[src/rtl/alu_arbiter_pkg.sv]
// Shared types and constants for the two-requester ALU arbiter.
// Holds the controller state encoding and operation select codes.
package alu_arbiter_pkg;

  localparam int DEF_WIDTH = 4;
  localparam int DEF_SEL_W = 2;

  localparam int SEL_ADD = 0;
  localparam int SEL_SUB = 1;

  typedef enum logic [1:0] {
    S_IDLE = 2'd0,
    S_EXEC = 2'd1,
    S_RESP = 2'd2
  } state_e;

endpackage

[src/rtl/alu_arbiter_arith.sv]
// Signed add/subtract unit with overflow detection.
// Works one bit wider so the carry-out exposes signed overflow.
module arithmetic_unit
  import alu_arbiter_pkg::*;
#(
  parameter int WIDTH = DEF_WIDTH,
  parameter int SEL_W = DEF_SEL_W
) (
  input  logic [WIDTH-1:0] A,
  input  logic [WIDTH-1:0] B,
  input  logic [SEL_W-1:0] sel,
  output logic [WIDTH-1:0] Q,
  output logic             overflow
);

  logic [WIDTH:0] ax;
  logic [WIDTH:0] bx;
  logic [WIDTH:0] r;

  always_comb begin
    ax = {A[WIDTH-1], A};
    bx = {B[WIDTH-1], B};
    r  = '0;
    case (sel)
      SEL_W'(SEL_ADD): r = ax + bx;
      SEL_W'(SEL_SUB): r = ax - bx;
      default:         r = ax + bx;
    endcase
  end

  // Sign bits disagree only when the true result left the range.
  assign Q        = r[WIDTH-1:0];
  assign overflow = r[WIDTH] ^ r[WIDTH-1];

endmodule

[src/rtl/alu_arbiter.sv]
// Round-robin arbiter sharing one arithmetic unit between two requesters.
// One operation in flight: accept, execute for a cycle, hold the response.
module alu_arbiter
  import alu_arbiter_pkg::*;
#(
  parameter int WIDTH = DEF_WIDTH,
  parameter int SEL_W = DEF_SEL_W
) (
  input  logic             clk,
  input  logic             rst,
  input  logic             req0_valid,
  output logic             req0_ready,
  input  logic [WIDTH-1:0] req0_a,
  input  logic [WIDTH-1:0] req0_b,
  input  logic [SEL_W-1:0] req0_sel,
  input  logic             req1_valid,
  output logic             req1_ready,
  input  logic [WIDTH-1:0] req1_a,
  input  logic [WIDTH-1:0] req1_b,
  input  logic [SEL_W-1:0] req1_sel,
  output logic             rsp_valid,
  input  logic             rsp_ready,
  output logic             rsp_id,
  output logic [WIDTH-1:0] rsp_q,
  output logic             rsp_ov
);

  state_e           state_q, state_d;
  logic             prio_q, prio_d;
  logic [WIDTH-1:0] a_q, a_d;
  logic [WIDTH-1:0] b_q, b_d;
  logic [SEL_W-1:0] sel_q, sel_d;
  logic             id_q, id_d;
  logic [WIDTH-1:0] res_q, res_d;
  logic             ov_q, ov_d;
  logic             rid_q, rid_d;

  logic             gnt;
  logic             idle_ok;
  logic             hs;
  logic [WIDTH-1:0] au_q;
  logic             au_ov;

  // prio_q == 1 means requester 1 currently wins a tie.
  always_comb begin
    gnt = 1'b0;
    if (req0_valid && req1_valid) begin
      gnt = prio_q;
    end else begin
      gnt = req1_valid;
    end
  end

  assign idle_ok    = (state_q == S_IDLE) && !rst;
  assign req0_ready = idle_ok && req0_valid && !gnt;
  assign req1_ready = idle_ok && req1_valid && gnt;
  assign hs         = req0_ready || req1_ready;

  always_comb begin
    state_d = state_q;
    prio_d  = prio_q;
    a_d     = a_q;
    b_d     = b_q;
    sel_d   = sel_q;
    id_d    = id_q;
    res_d   = res_q;
    ov_d    = ov_q;
    rid_d   = rid_q;
    unique case (state_q)
      S_IDLE: begin
        if (hs) begin
          state_d = S_EXEC;
          prio_d  = !gnt;
          id_d    = gnt;
          a_d     = gnt ? req1_a : req0_a;
          b_d     = gnt ? req1_b : req0_b;
          sel_d   = gnt ? req1_sel : req0_sel;
        end
      end
      S_EXEC: begin
        state_d = S_RESP;
        res_d   = au_q;
        ov_d    = au_ov;
        rid_d   = id_q;
      end
      S_RESP: begin
        if (rsp_ready) begin
          state_d = S_IDLE;
        end
      end
      default: state_d = S_IDLE;
    endcase
  end

  always_ff @(posedge clk) begin
    if (rst) begin
      state_q <= S_IDLE;
      prio_q  <= 1'b0;
      a_q     <= '0;
      b_q     <= '0;
      sel_q   <= '0;
      id_q    <= 1'b0;
      res_q   <= '0;
      ov_q    <= 1'b0;
      rid_q   <= 1'b0;
    end else begin
      state_q <= state_d;
      prio_q  <= prio_d;
      a_q     <= a_d;
      b_q     <= b_d;
      sel_q   <= sel_d;
      id_q    <= id_d;
      res_q   <= res_d;
      ov_q    <= ov_d;
      rid_q   <= rid_d;
    end
  end

  arithmetic_unit #(
    .WIDTH (WIDTH),
    .SEL_W (SEL_W)
  ) u_au (
    .A        (a_q),
    .B        (b_q),
    .sel      (sel_q),
    .Q        (au_q),
    .overflow (au_ov)
  );

  // A pending response is suppressed while reset is held.
  assign rsp_valid = (state_q == S_RESP) && !rst;
  assign rsp_id    = rid_q;
  assign rsp_q     = res_q;
  assign rsp_ov    = ov_q;

endmodule

[config.mk]
export PLATFORM = sky130hd
export DESIGN_NAME = alu_arbiter
export DESIGN_NICKNAME = d
export VERILOG_FILES = /design/src/rtl/alu_arbiter_pkg.sv /design/src/rtl/alu_arbiter_arith.sv /design/src/rtl/alu_arbiter.sv
export SDC_FILE = /design/constraint.sdc
export NUM_CORES = 1
export LEC_CHECK = 0
export CAP_MARGIN = 40
export CORE_MARGIN = 5
export CORE_UTILIZATION = 50
export CTS_BUF_LIST = sky130_fd_sc_hd__clkbuf_16
export DETAILED_ROUTE_END_ITERATION = 10
export DONT_BUFFER_PORTS = 1
export SYNTH_ARGS = -nofsm -noshare
export SYNTH_HDL_FRONTEND = slang
export SYNTH_HIERARCHICAL = 1
export SYNTH_SLANG_ARGS = --single-unit
[constraint.sdc]
create_clock -name clk -period 4.8 [get_ports clk]
set_input_delay 0.72 -clock clk [delete_from_list [all_inputs] [get_ports clk]]
set_output_delay 0.72 -clock clk [all_outputs]
set_load 0.02 [all_outputs]
* Yosys cells after proc, flatten, opt, wreduce, memory -nomap -nowiden
Index checks and enable logic that the tools add are counted.
** Storage, ports and cells
- Output and inout bits :: 9
- Word-level logic and storage cells :: 38
- Input bits :: 25
- Register bits after elaboration :: 20
** Cells by class
- Bitwise logic cells :: 1
- Multiplexer cells :: 8
- Add/sub/neg operators :: 2
- Eq/ne operators :: 5
- Reductions and logical operators :: 13
** Operators with widths (count)
- two-way mux 4 bit :: 2
- logical AND 1 bit :: 7
- two-way mux 2 bit :: 3
- case mux 2 bit (3 select lines) :: 1
- adder 4 x 4 -> 5 bit :: 1
- two-way mux 5 bit :: 1
- subtractor 4 x 4 -> 5 bit :: 1
- == test 2 x 1 -> 1 bit (second input constant) :: 2
- inequality test 2 bit (second input constant) :: 2
- AND reduction 2 bit :: 2
- == test 2 bit (second input constant) :: 1
- zero test 1 bit :: 2
- zero test 2 bit :: 1
- logical OR 1 bit :: 1
- two-way mux 1 bit :: 1
- XOR 1 bit :: 1

* Longest topological paths before layout
Gate-level depths: netlist of the first run.
- Word-level depth :: 7
- Gate-level depth with buffers :: 11
- Mapped depth without buffers :: 11

* Hierarchy
The synthesis of the first run kept the hierarchy.
** Modules (own cells, without submodules)
- alu_arbiter :: area an instance 925.9 µm², times used 1, cells an instance 93, seq. area each 400.4 µm²
- arithmetic_unit :: area an instance 259.0 µm², times used 1, cells an instance 33, seq. area each 0.0 µm²

* Least setup slack after synthesis of the first run
OpenSTA, ideal clock, no wires.
- Path kind :: input to output
- From :: input req0_valid
- To :: output req1_ready
- Path buffers :: 1
- Data required time :: 4.080 ns
- Arrival :: 1.640 ns
- Slack :: 2.440 ns
- Cell stages on the path :: 4
- Cell sequence :: nand2b_1 -> clkbuf_1 -> nand2_1 -> nor3_1
** Between the ends
- Longest elaborated chain between the ends :: 3
** Ends and longest elaborated chain
- start, declared :: line alu_arbiter.sv:11 : input logic req0_valid,
- logical AND 1 bit :: line alu_arbiter.sv:47 : if (req0_valid && req1_valid) begin
- two-way mux 1 bit :: line alu_arbiter.sv:47
- logical AND 1 bit :: line alu_arbiter.sv:56 : assign req1_ready = idle_ok && req1_valid && gnt;
- end, declared :: line alu_arbiter.sv:17 : output logic req1_ready,
No other way between the ends.

* Worst setup path after layout of the first run
- From :: register b_q[0]
- To :: register ov_q (netlist: rsp_ov)
** Between the ends
- Longest elaborated chain between the ends :: 3
- Elaborated cells on any way between the ends :: 4
- Those cells by class :: add/sub (2); mux (1); bitwise (1)
** Ends and longest elaborated chain
- start, declared :: line alu_arbiter.sv:31 : logic [WIDTH-1:0] b_q, b_d;
- start signal, assigned :: line alu_arbiter.sv:100 : b_q <= '0;
- start signal, assigned :: line alu_arbiter.sv:110 : b_q <= b_d;
- adder 4 x 4 -> 5 bit / subtractor 4 x 4 -> 5 bit (equally long branches) :: line alu_arbiter_arith.sv:25, alu_arbiter_arith.sv:27, alu_arbiter_arith.sv:26
- two-way mux 5 bit (*)
- net au_q[3] :: line alu_arbiter.sv:41 : logic [WIDTH-1:0] au_q;
- XOR 1 bit (*) :: line alu_arbiter_arith.sv:33 : assign overflow = r[WIDTH] ^ r[WIDTH-1];
- net au_ov :: line alu_arbiter.sv:42 : logic au_ov;
- end signal, assigned :: line alu_arbiter.sv:114 : ov_q <= ov_d;
- end, declared :: line alu_arbiter.sv:35 : logic ov_q, ov_d;
Mark *: on every way through the listed nets, which the timed path passes. The rest lies on a longest branch.
A chain may end at the register's enable or synchronous reset.

==> results.md, run 1 <==
- The post-synthesis cell type with the largest combined area is dfxtp_1.
- For this configuration, the core starts out at a cell density of 53.1%.
- The capturing element type of the critical path is a flop.
- The global-route wire length before repair is approximately 4200 µm.
- The remaining global-route overflow is 0.
- In the synthesized netlist the dominant register cell turns out to be dfxtp_1.
- For the final routed database, the setup TNS stands at 0 ns.
- The total wirelength of the detailed-routed design is around 2500 µm.
- The switching power of the nets is 177 µW.
- The number of global-route vias before repair is 893.
- The placer congestion estimate is 0.791.
- The tightest hold path in the finished design has a slack of 0.481 ns.
- In this run the worst path has a maximum fanout of 4.
- Of all flip-flops after synthesis, the portion carrying an async set or reset was 0%.
- The class of the tightest hold or removal check is flop to flop.
- In this run the number of H-tree levels came out at 1.
- The row count is 17.
- The number of distinct standard cells referenced by the synthesized netlist is 34.
- The number of CTS-inserted buffers is 3.
- The die covers 3440 µm².
- The clock latency on the worst-skew pair is 0.25 ns.
- The number of antenna diodes in the final layout is 0.
- In this run the power density over the cells is roughly 500 nW/µm².
- Setup repair after global routing left no endpoint under its margin.
- The pin count of the biggest net entering global routing is 17.
- The largest stage delay on the critical path is 0.42 ns.
- Dividing the detail-routed via count by the number of cells gives just under 6.
- The x dimension of the die is approximately 59 µm.
- Compared with the post-synthesis result, the final layout area differs by 7.60%.
- The signal on the critical path passes through inv_1 -> ha_1 -> mux2_2 -> inv_1 -> ha_1 -> a21o_1 -> a21oi_2 -> xnor2_1 -> xnor3_1 -> mux2i_1 -> nor2_1.
- For this run, the share of the core covered by cells in the final layout is between 50 and 60%.
- The die extent in y is 58.7 µm.
- The number of hold-repair buffers added at the cts stage is 0.
- Sequential cells were found to cover 33.8% of the synthesized design area.
- In the global route stage, overall resource usage came out at 15.9%.
- The final layout contains 153 nets.
- The DRC violation total after the first TritonRoute iteration is 14.
- The worst register-to-register path has a depth of 11.
- Data on the critical path is required at its endpoint by 4.95 ns.
- The most critical setup path has its startpoint at b_q[0]$_SDFFE_PP0P_.
- The worst reg2reg path startpoint is b_q[0]$_SDFFE_PP0P_.
- During synthesis, Yosys emitted a total of 6 warnings.
- Combinational logic burns between 20% and 30% of the power.
- The startpoint identified for the worst hold timing path is id_q$_SDFFE_PP0P_.
- Counting every net in the synthesized netlist gives 157.
- CTS saw 20 sinks.
- The via count of the routed design is 872.
- The switching fraction of total power is 28.0%.
- Of the available clock period, the critical path in the final layout requires 52.3%.
- The number of instances resized during post-cts repair is 0.
- The flow ran to the end, and the final reports show no timing, DRC or antenna violations.
- The top-level port count is 34.
- The worst setup path category is flop to flop.
- The count of flip-flops with a built-in enable after synthesis is 0.
- In this run the mean area of a mapped cell was 9.40 µm².
- The detailed-router iteration count before antenna repair is 4.
- The worst-case IR drop observed on VDD is 0.000281 V.
- STA puts the critical path data arrival time at ~2.7 ns.
- The placeable core region is 2230 µm².
- The fmax is 398 MHz.
- The DRC violation count after routing is 0.
- Measured against its own limit, the worst slew margin works out to roughly half.
- The final clock skew is 0.00121 ns.
- The transition time of the tightest slew-check pin is between 0.7 and 0.8 ns.
- In this run, placement finished with an instance count of 145.
- The leakage power total is approximately 0.00053 µW.
- Summing every instance area after synthesis gives 1180 µm².
- The post-route netlist has 7.44% of its cells at a drive strength greater than 1.
- The slowest stage of the critical path is the xnor3_1 cell.
- The CTS tree is built.
- The final critical path time including I/O delays and setup is 2.51 ns.
- Dividing the detail-routed wire length by the instance count gives between 15 and 20 µm.
- The synthesized netlist cell count is between 100 and 150.
- The worst-case hold path end point is id_q$_SDFFE_PP0P_.
- The number of hold-slack violations in the final timing report was 0.
- Counting along the longest clock path gives a buffer depth of 2.
- Post-CTS timing repair inserted 0 buffers for setup.
- In this run the remaining antenna-violating nets after routing total 0.
- The register bit total from synthesis is 20.
- Max-cap violations in this run came to 0.
- The number of cells on the worst hold path is 2.
- The clock network burns 36.1% of the power.
- The max-slew violation total from the final report is 0.
- The count of non-filler cells in the finished layout is 149.
- Of the post-synthesis cell area, the dominant cell type holds roughly 34%.
- The end of the worst register-to-register path is rsp_ov$_SDFFE_PP0N_.
- Yosys attributes the largest share of cell area to dfxtp_1 (34%), o2111a_1 (9.5%), nand4b_1 (7.4%), ha_1 (5.3%), or3_1 (5.3%).
- The number of I/O port buffers is 0.
- The number of antenna violations at the first check in global routing is 0.
- The sequential share of power is about a third.
- The clock-pin slew on the worst setup and hold paths is 0.06 ns.
- Setup violations remaining at the end of the flow were counted as 0.
- Detailed placement ended at an HPWL of approximately 1900 µm.
- The reg-to-reg setup timing slack is approximately 2.3 ns.
- STA classifies the critical path startpoint as a flop.
- The internal portion of the total power is roughly 460 µW.
- The cell sitting at the root of the clock tree is a clkbuf_16.
state kept, by name (all words and copies together), names as in the netlist:
name,flops
rsp_q,4
id_q,1
sel_q,2
prio_q,1
b_q,4
a_q,4
rsp_ov,1
rsp_id,1
state_q,2
critical path: cells and delay by family, from the launching register on:
kind            cells  cell delay, ns
buf+inv             2            0.15
xor+xnor            2            0.57
flops               1            0.38
simple gates        1            0.05
compound gates      2            0.31
fa+ha+maj           2            0.52
mux                 2            0.42
routing by layer:
layer	vias up	track usage, %	wire [µm]
li1	443	-	-
met1	406	19.9	1130
met2	19	25.0	1200
met3	4	4.61	137
met4	0	7.77	49
met5	-	0	0
cell usage in the layout, fill, tap and decap left out, drive strengths merged:
master	n
nor2b	1
nor3	5
o21ai	1
a21o	2
nor3b	1
mux2	1
o2111a	10
ha	5
clkbuf	3
xnor3	1
dfxtp	20
nand4b	10
nand2	1
nor2	12
a21oi	5
mux2i	6
nand2b	1
o21a	1
or3	10
bufinv	1
a21boi	1
or2b	1
nand3	1
a21bo	1
xor2	1
and2b	1
fa	1
xnor2	4
inv	11
or3b	1
or2	1
synth_stat cells (2+ instances only):
cell type	number
ha_1	5
dfxtp_1	20
nor2_1	11
or3_1	10
nand4b_1	10
xnor2_1	4
a21oi_1	4
mux2i_1	6
a21o_1	2
inv_1	11
o2111a_1	10
buf_6	2
clkbuf_1	6
nor3_1	5
cell type report:
cell class | instances | area [µm²]
Clock buffer | 3 | 75.1
Clock inverter | 1 | 30.0
Fill cell | 218 | 958
Inverter | 11 | 41.3
Multi-Input combinational cell | 86 | 693
Sequential cell | 20 | 400
Tap cell | 28 | 35.0
power groups by stage:
stage	logic, µW	registers [µW]	clock network [µW]
floorplan	168	217	0
global placement	181	221	0
detailed placement	188	222	0
CTS	190	218	233
global route	209	221	241
finish	186	217	228
stage by stage:
step	worst slack, ns	power [µW]	area (µm²)
after floorplan	2.44	385	1180
after global placement	2.36	402	1170
after detailed placement	2.28	410	1170
after CTS	2.28	641	1270
after global routing	2.14	672	1270
final	2.29	632	1270
kinds of logic (layout without fill, tap and decap cells):
| group | after synthesis | after routing | synth area share [%] |
|---|---|---|---|
| DFF | 20 | 20 | 33.8 |
| and+or+nand+nor | 46 | 46 | 24.2 |
| buffers and inverters | 20 | 15 | 7.71 |
| AOI/OAI and AO/OA | 21 | 21 | 15.7 |
| xor gates and xnor gates | 6 | 6 | 5.60 |
| muxes | 7 | 7 | 6.02 |
| adders and majority gates | 6 | 6 | 6.97 |
worst max path at each step:
stage / end / slack (ns) / depth (start not counted)
finish: rsp_ov$_SDFFE_PP0N_ / 2.29 / 11
global route: rsp_ov$_SDFFE_PP0N_ / 2.14 / 11
CTS: rsp_ov$_SDFFE_PP0N_ / 2.28 / 11
detailed placement: rsp_ov$_SDFFE_PP0N_ / 2.28 / 11
global placement: rsp_ov$_SDFFE_PP0N_ / 2.36 / 11
floorplan: req1_ready / 2.44 / 4
(Power assumes the default switching activity.)
==> run 2, diff against run 1 <==
==> constraint.sdc (replaced) <==
create_clock -name clk -period 2.5 [get_ports clk]
set_input_delay 0.375 -clock clk [delete_from_list [all_inputs] [get_ports clk]]
set_output_delay 0.375 -clock clk [all_outputs]
set_load 0.02 [all_outputs]
==> results.md, run 2 (same netlist as run 1, synthesis figures left out) <==
- The number of antenna violations at the first check in global routing is 0.
- Global routing used 16.3% of the available tracks.
- In the final routed layout, each cell accounts on average for 17.2 µm.
- After clock tree synthesis, the clock-pin slew on the worst setup and hold paths is 0.06 ns.
- The die is 58.7 µm tall.
- STA classifies the critical path startpoint as a flop.
- On the critical path, the stage with the largest delay is an instance of dfxtp_2.
- At the pin with the least slew margin, the transition time is 0.815 ns.
- In this run the worst hold path is classified as input port to flop.
- After global routing, the most crowded layer is met2.
- The data required time of the critical path is about 2.7 ns.
- The per-cell via count in the routed design is 6.00.
- The total wirelength of the detailed-routed design is 2580 µm.
- The wire-length estimate of the detail-placed layout is 1850 µm.
- TritonCTS built the clock tree.
- Setup repair after global routing left no endpoint under its margin.
- The met1 layer usage reported by global route is between 20 and 25%.
- The final critical path time including I/O delays and setup is approximately 2.2 ns.
- Dividing total power by cell area gives a power density of 870 nW/µm².
- Across all layers, the routed design uses 900 vias.
- The worst pin sits at a relative slew slack of 45.4%.
- In this run the core area contains 17 standard-cell rows.
- The maximum vdd drop is 0.000443 V.
- The first TritonRoute pass finished after 4 iterations.
- The max-slew violation total from the final report is 0.
- The largest buffer count on any clock path is 2.
- Once detail routing completed, the nets flagged for antenna violations numbered 0.
- Buffers inserted during clock tree synthesis total 3.
- For this configuration, the core starts out at a cell density of between 50% and 60%.
- Setup violations remaining at the end of the flow were counted as 0.
- The tree built by TritonCTS fans out to 20 sinks.
- Port buffering added 0 buffers.
- The portion of total power attributed to combinational logic is 31.3%.
- Summed over all cells, the static leakage comes to 0.000526 µW.
- For the worst-skew pair, the clock arrives at the later sink with an insertion delay of 0.25 ns.
- The tree is rooted in a clkbuf_16.
- The highest fanout seen on the critical path is 4.
- Leaving out fill and tap cells, the most frequent cells in the layout are dfxtp_1 (18), nor2_1 (11), inv_1 (11).
- For this design the top-level I/O count stands at 34.
- The DRC violation total after the first TritonRoute iteration is 22.
- The remaining global-route overflow is 0.
- The repair_antennas step left the layout with diodes totalling 0.
- The number of instances resized during post-cts repair is 0.
- The number of global-route vias before repair is 937.
- In this run the post-CTS setup repair buffer count came out at 0.
- Sequential cells burn about two fifths of the power.
- The library cell used most frequently in the layout, excluding fill and tap cells, is dfxtp_1.
- The growth of design area from synthesis to finish is 6.34%.
- The ratio of final minimum period to clock period is 89.9%.
- The flow ran to the end, and the final reports show no timing, DRC or antenna violations.
- The arrival time at the worst endpoint is around 2.4 ns.
- The first global-routing pass estimated approximately 4300 µm of wire.
- In the final design database the tool counted ~150 nets.
- Of the cells placed in the final design, the portion with a size suffix greater than 1 is 9.84%.
- The worst setup path category is flop to flop.
- In the global route stage, met3 resource usage came out at 4.82%.
- For the final routed database, the setup TNS stands at 0 ns.
- Entering global routing, the biggest net connects 17 pins.
- The number of hold-repair buffers added at the cts stage is 0.
- The die covers 3440 µm².
- The number of levels the H-tree was split into is 1.
- For this run, design rule violations remaining after detail routing come to 0.
- The critical path goes through inv_1 -> ha_1 -> mux2_2 -> inv_1 -> ha_1 -> a21o_1 -> a21oi_2 -> xnor2_1 -> xnor3_1 -> mux2i_1 -> nor2_1.
- The internal portion of total power is 757 µW.
- For met2 alone, demand over resource in global routing was 25.7%.
- The placeable core region is 2230 µm².
- The final clock skew is 0.00528 ns.
- The placer congestion estimate is 0.798.
- For this run, the top clock speed supported by timing is 445 MHz.
- The number of hold-slack violations in the final timing report is 0.
- The tool flagged a number of max-cap violations equal to 0.
- The placed cell area is 1180 µm².
- The floorplan step set the die width to between 50 and 60 µm.
- Fill cells in the final layout number about 210.
- The largest stage delay on the critical path is 0.35 ns.
- In this run switching power makes up 31.0% of total power.
- The switching power of the nets is roughly 340 µW.
- The capturing element type of the critical path is a flop.
- The share of power burned in the clock network is 30.4%.
- The summed area of non-filler cells in the final layout is approximately 1300 µm².
==> run 2: cell types whose count changed in the layout (fill, tap and decap cells not counted) <==
cell	delta
dfxtp_2	+2
dfxtp_1	-2
bufinv_16	-1
and2b_1	-1
and2b_2	+1
buf_4	+1
clkinv_1	+1
==> run 2: area by class of cell <==
type	instances	area [µm²]	share of cell area (%)
clock buffer	3	75.1	5.96
clock inverter	1	3.75	0.298
inverter	11	41.3	3.28
multi-input combinational	86	694	55.1
sequential	20	403	32.0
tap	28	35.0	2.78
timing repair buffer	1	7.51	0.596
==> run 2: final timing paths <==
path,start,endpoint,slack [ns],depth (start not counted)
worst max-delay path,b_q[0]$_SDFFE_PP0P_,rsp_ov$_SDFFE_PP0N_,0.25,11
worst min-delay path,rst,id_q$_SDFFE_PP0P_,0.18,1
worst max register to register,b_q[0]$_SDFFE_PP0P_,rsp_ov$_SDFFE_PP0N_,0.25,11
worst min register to register,id_q$_SDFFE_PP0P_,id_q$_SDFFE_PP0P_,0.47,2
==> run 2: critical path: cells and delay by family, from the launching register on <==
kind	cells	cell delay [ns]
adder cells (fa/ha/maj)	2	0.50
XOR/XNOR	2	0.42
multiplexers	2	0.42
flip-flops	1	0.35
AO/OA/AOI/OAI	2	0.31
buffers and inverters	2	0.12
AND/OR/NAND/NOR	1	0.05
==> run 2: metal layers <==
layer	vias to the layer above	wire length, µm
met2	21	1210
li1	446	-
met3	3	158
met1	430	1190
met4	0	25
met5	-	0
==> run 2: per-stage QoR <==
step	setup slack [ns]	hold WS (ns)	instances	total power (µW)	util [%]
CTS	0.0557	0.179	150	1120	56.2
detailed placement	0.0692	0.448	146	782	52.7
finish	0.252	0.182	150	1100	56.4
global route	0.109	0.182	150	1170	56.4
floorplan	0.178	0.453	126	739	-
global placement	0.129	0.447	146	774	52.7
==> run 2: power groups by stage <==
stage / registers, µW / clock network, µW / logic, µW
finish: 420 / 333 / 344
global route: 425 / 356 / 387
CTS: 420 / 339 / 357
detailed placement: 427 / 0 / 355
global placement: 425 / 0 / 349
floorplan: 416 / 0 / 323
